### src/rtl/dyt_sram_ctrl.sv
// Single-port SRAM controller with a valid/ready request port and a
// fixed-latency response port.
//
// Ports:
//   clk, rst     clock (rising edge) and synchronous active-high reset
//   req_valid    request present
//   req_ready    controller accepts a request this cycle (only in RUN)
//   req_wen      1 = write, 0 = read
//   req_addr     32-bit word index; values >= DEPTH are rejected with an error
//   req_wdata    write data
//   req_be       byte write enables, bit i covers bits [8i+7:8i]
//   rsp_valid    one-cycle pulse per accepted request, READ_LATENCY cycles later
//   rsp_rdata    read data; 0 for writes, errors and idle cycles
//   rsp_err      out-of-range address, qualified by rsp_valid
//   init_done    array clear finished, requests are now accepted
module dyt_sram_ctrl #(
  parameter int unsigned DATA_WIDTH     = 32,
  parameter int unsigned DEPTH          = 64,
  parameter int unsigned READ_LATENCY   = 1,
  parameter int unsigned CLEAR_ON_RESET = 1,
  localparam int unsigned ADDR_WIDTH    = $clog2(DEPTH),
  localparam int unsigned BE_WIDTH      = DATA_WIDTH / 8
) (
  input  logic                  clk,
  input  logic                  rst,
  input  logic                  req_valid,
  output logic                  req_ready,
  input  logic                  req_wen,
  input  logic [31:0]           req_addr,
  input  logic [DATA_WIDTH-1:0] req_wdata,
  input  logic [BE_WIDTH-1:0]   req_be,
  output logic                  rsp_valid,
  output logic [DATA_WIDTH-1:0] rsp_rdata,
  output logic                  rsp_err,
  output logic                  init_done
);

  localparam logic [0:0] StInit = 1'b0;
  localparam logic [0:0] StRun  = 1'b1;

  localparam logic [ADDR_WIDTH-1:0] ClrLast = ADDR_WIDTH'(DEPTH - 1);

  logic [0:0]            state_q, state_d;
  logic [ADDR_WIDTH-1:0] clr_cnt_q, clr_cnt_d;

  logic [DATA_WIDTH-1:0] mem [DEPTH];

  logic                  accept;
  logic                  addr_ok;
  logic [ADDR_WIDTH-1:0] mem_idx;

  logic                  s1_valid_q;
  logic                  s1_err_q;
  logic [DATA_WIDTH-1:0] s1_rdata_q;

  // ---------------------------------------------------------------------------
  // Init / run control
  // ---------------------------------------------------------------------------
  always_comb begin
    state_d   = state_q;
    clr_cnt_d = clr_cnt_q;
    if (state_q == StInit) begin
      if (CLEAR_ON_RESET != 0) begin
        clr_cnt_d = clr_cnt_q + 1'b1;
        if (clr_cnt_q == ClrLast) begin
          state_d = StRun;
        end
      end else begin
        state_d = StRun;
      end
    end
  end

  always_ff @(posedge clk) begin
    if (rst) begin
      state_q   <= StInit;
      clr_cnt_q <= '0;
    end else begin
      state_q   <= state_d;
      clr_cnt_q <= clr_cnt_d;
    end
  end

  assign req_ready = (state_q == StRun);
  assign init_done = (state_q == StRun);

  assign accept  = req_valid && req_ready;
  // Full 32-bit compare so out-of-range indices never alias onto real words.
  assign addr_ok = (req_addr < 32'(DEPTH));
  assign mem_idx = req_addr[ADDR_WIDTH-1:0];

  // ---------------------------------------------------------------------------
  // Storage: clear port during INIT, byte-masked writes during RUN
  // ---------------------------------------------------------------------------
  always_ff @(posedge clk) begin
    if (!rst) begin
      if ((state_q == StInit) && (CLEAR_ON_RESET != 0)) begin
        mem[clr_cnt_q] <= '0;
      end else if (accept && req_wen && addr_ok) begin
        for (int i = 0; i < int'(BE_WIDTH); i++) begin
          if (req_be[i]) begin
            mem[mem_idx][8*i +: 8] <= req_wdata[8*i +: 8];
          end
        end
      end
    end
  end

  // ---------------------------------------------------------------------------
  // Response pipeline; idle slots carry zeros so outputs never hold stale data
  // ---------------------------------------------------------------------------
  always_ff @(posedge clk) begin
    if (rst) begin
      s1_valid_q <= 1'b0;
      s1_err_q   <= 1'b0;
      s1_rdata_q <= '0;
    end else begin
      s1_valid_q <= accept;
      s1_err_q   <= accept && !addr_ok;
      s1_rdata_q <= (accept && !req_wen && addr_ok) ? mem[mem_idx] : '0;
    end
  end

  if (READ_LATENCY == 2) begin : g_lat2
    logic                  s2_valid_q;
    logic                  s2_err_q;
    logic [DATA_WIDTH-1:0] s2_rdata_q;

    always_ff @(posedge clk) begin
      if (rst) begin
        s2_valid_q <= 1'b0;
        s2_err_q   <= 1'b0;
        s2_rdata_q <= '0;
      end else begin
        s2_valid_q <= s1_valid_q;
        s2_err_q   <= s1_err_q;
        s2_rdata_q <= s1_rdata_q;
      end
    end

    assign rsp_valid = s2_valid_q;
    assign rsp_err   = s2_err_q;
    assign rsp_rdata = s2_rdata_q;
  end else begin : g_lat1
    assign rsp_valid = s1_valid_q;
    assign rsp_err   = s1_err_q;
    assign rsp_rdata = s1_rdata_q;
  end

endmodule
### config.mk
export PLATFORM = sky130hd
export DESIGN_NAME = dyt_sram_ctrl
export DESIGN_NICKNAME = d
export VERILOG_FILES = /design/src/rtl/dyt_sram_ctrl.sv
export SDC_FILE = /design/constraint.sdc
export NUM_CORES = 2
export LEC_CHECK = 0
export CORE_AREA = 10 10 446 448
export DETAILED_ROUTE_END_ITERATION = 10
export DIE_AREA = 0 0 456 458
export PLACE_DENSITY = 0.65
export SLEW_MARGIN = 10
export SYNTH_ARGS = -nofsm -noshare
export SYNTH_HDL_FRONTEND = slang
export SYNTH_SLANG_ARGS = --single-unit
### constraint.sdc
create_clock -name clk -period 5.25 [get_ports clk]
set_clock_uncertainty 0.05 [all_clocks]
set_input_delay 1.05 -clock clk [delete_from_list [all_inputs] [get_ports clk]]
set_output_delay 1.05 -clock clk [all_outputs]
set_load 0.02 [all_outputs]
==> key figures <==
Status
  – Status: completed

Synth
  – Synth area leader: edfxtp_1
  – Register area share after synthesis: 76.7%
  – Number of synthesis warnings: 0
  – Syn Inst Count: 3623
  – Most used flip-flop cell after synthesis: edfxtp_1
  – Syn_nets: 3696
  – Synth Register Bits: 2089
  – Asr flop ratio synth: 0%
  – Synth cell types: 49
  – Mean area per synthesized cell: 22.4 µm²
  – Mapped cell area: 81300 µm²
  – Synth top area share: 75.7%
  – Top cells by area, synth: edfxtp_1 (76%), mux4_2 (17%), dfxtp_1 (1.0%)
  – Post-synth EDFFs: 2048

Placed design
  – Hpwl dp: 129000 µm
  – Port Buf Inserts: 107
  – GP Congestion: 0.872
  – Dpl ws: 154 ps

CTS
  – Htree depth: 4
  – Clock sink count: 2089
  – CTS tree: done
  – Post_cts resized: 0
  – Clock Path Buffers: 3
  – Post-CTS Hold Buffers: 0
  – Root Driver: clkbuf_16
  – Num CTS Buffers: 196
  – Setup Buffers After CTS: 0
  – Clock latency at the later pin of the worst-skew pair: 820 ps
  – Worst-path clk slew: 70 ps

Setup path
  – Reg2Reg Depth: 10
  – CP cell instances: clkdlybuf4s50_1 -> nor4_1 -> nand4_1 -> buf_4 -> o41ai_2 -> o221ai_2 -> buf_4 -> nor2_1
  – Worst-path fanout max: 12
  – Startpoint class of the critical path: input port
  – CP Buf/Inv Count: 3
  – Data required, critical path: 5640 ps
  – Most common cell on crit path: buf_4
  – CP max-delay cell: nor2_1
  – Setup CP Type: in2reg
  – Crit path largest cell delay: 690 ps
  – Critical path data arrival time: 4590 ps
  – Number of cells on the critical path: 8
  – Setup crit end kind: register
  – Critical path's top delay family: simple AND/OR/NAND/NOR gates

Detailed routing
  – Routed length per instance: 30.0 µm
  – Vias: 39.2k
  – Antenna viol nets, final: 0
  – DR iter-0 viols: 4884
  – Drt total wl: 201000 µm
  – Drt drc: 0
  – DR vias/cell: 5.85
  – Drt first pass iters: 5

Timing
  – RSZ-0062 raised after global routing: false
  – FMAX: 0.238 GHz
  – Final Max Slew Viols: 0
  – Fin. Hold Viols: 0
  – Actual slew at the worst max-slew pin: 1300 ps
  – Setup ws final: 1050 ps
  – Setup violations, final: 0
  – Crit path time final: 4200 ps
  – Final Cycle Share: 79.9%
  – Final TNS setup: 0 ps
  – Slew headroom: 11.4%

Job
  – Max Cap Viol: 0

Floorplan
  – Die Span Y: 458 µm
  – IO Pins: 108
  – Die Footprint: 209000 µm²
  – Core Area: 190000 µm²
  – Initial Utilization: 42.9%
  – FP Rows: 160
  – Die width: 456 µm

GRT
  – First-pass GRT wire length: 292000 µm
  – Global Route Usage Sum: 19.0%
  – Vias in the first global route: 39.9k
  – Largest net degree at the start of global routing: 114
  – GRT Residual Overflow: 0
  – Initial antenna violation count: 8

Layout
  – Share of cells above drive strength 1: 31.7%
  – Final core occ: 49.5%
  – Final Net Count: 4090
  – Area grow syn2layout: 15.4%

Power
  – Worst vdd ir: 0.000278 V
  – Lkg Pwr: 27.6 nW
  – Cell area power density: 351 nW/µm²

Min path
  – Hold Path Depth: 2
  – Min-Delay Path Class: reg2reg
-- synth_stat cells, types with 3 or more instances --
master     instances
nand4_1            3
or2_2              4
nand3_1           21
buf_2             75
nand2b_1           5
clkbuf_1          94
o221ai_1           7
a21oi_1            7
xor2_1             3
nand3b_1           3
o21ai_0            5
nor2_1           215
and2_1            32
o22ai_1            3
nand2_1           51
o211ai_1           4
mux2_2            33
or3_1              3
nor3b_1            4
buf_4             29
buf_6              3
buf_1             17
dfxtp_1           41
mux2i_1           45
a221o_1           26
nor2b_1           35
nor3_1           132
edfxtp_1        2048
a211oi_1           4
nor4_1            11
o41ai_1            3
inv_1             16
mux4_2           619
o2111ai_1          4
-- cell usage in the layout (no fill, tap or decap), types with 7 or more instances in the layout --
master and instances:
edfxtp_1 2048, mux4_2 619, buf_4 265, nor2_1 214, clkbuf_16 198, nor3_1 121
clkdlybuf4s50_1 103, nand2_1 51, clkinv_1 45, buf_12 43, clkbuf_1 41, dfxtp_1 41
clkinv_2 39, nor2b_1 35, mux2_2 33, and2_2 32, a221o_1 26, mux2i_2 23
nand3_1 21, mux2i_1 21, inv_1 15, clkinvlp_4 13, bufinv_16 13, nor4_1 11
nor3_2 11, diode_2 7
-- worst register-to-register path, stage by stage, from the launching register on --
cell and delay [ps]:
dfxtp_1 310, buf_4 200, nand3b_1 150, inv_1 180
nand2_1 240, nor4_4 400, buf_12 270, buf_4 250
mux2i_2 250, buf_4 270, nor3_1 860
-- layer usage --
layer	vias up	GRT usage (%)	share of wire [%]
met5	-	0	0.067
met4	4	5.23	2.5
met3	282	4.78	8.7
met2	1682	30.1	48
met1	21200	26.2	41
li1	16100	-	-
-- final timing paths --
| kind | startpoint | endpoint | slack (ps) |
|---|---|---|---|
| hold / removal | clr_cnt_q[2] | init_done | 530 |
| setup reg to reg | init_done | mem[5][1] | 1450 |
| setup / recovery | req_addr[31] | mem[34][2] | 1050 |
| hold reg to reg | clr_cnt_q[2] | init_done | 530 |
-- final cells by class --
class | instances | area [µm²]
Clock inverter | 125 | 1100
Fill cell | 14900 | 95800
Tap cell | 2511 | 3140
Clock buffer | 240 | 5120
Multi-Input combinational cell | 1297 | 18100
Sequential cell | 2089 | 62300
Inverter | 19 | 80.1
Antenna cell | 7 | 17.5
Timing Repair Buffer | 414 | 3920
-- power by group --
part	internal (mW)	switching (mW)
clock network	7.62	6.15
registers	18.1	0.0147
logic	0.413	0.608
-- state kept, by name, indices dropped and copies added, names as in the netlist --
signal and count:
rsp_rdata 32, clr_cnt_q 6, rsp_err 1, mem 2048
rsp_valid 1, init_done 1
-- kinds of logic after synthesis --
kind of cell,Yosys count,share of synthesized area (%)
xor+xnor,4,0.0431
simple gates,525,3.02
flops,2089,76.7
mux,697,18.2
buf+inv,237,1.37
fa+ha+maj,1,0.0154
compound gates,70,0.719
-- metrics by stage --
stage / std cells / area [µm²] / power, mW / hold WS [ps]
global placement: 6328 / 87500 / 19.5 / 518
detailed placement: 6330 / 87500 / 19.5 / 516
floorplan: 3623 / 81300 / 19.1 / 485
global route: 6700 / 93800 / 33.8 / 564
CTS: 6695 / 93700 / 33.1 / 525
finish: 6702 / 93800 / 32.9 / 528
(Power assumes the default switching activity.)
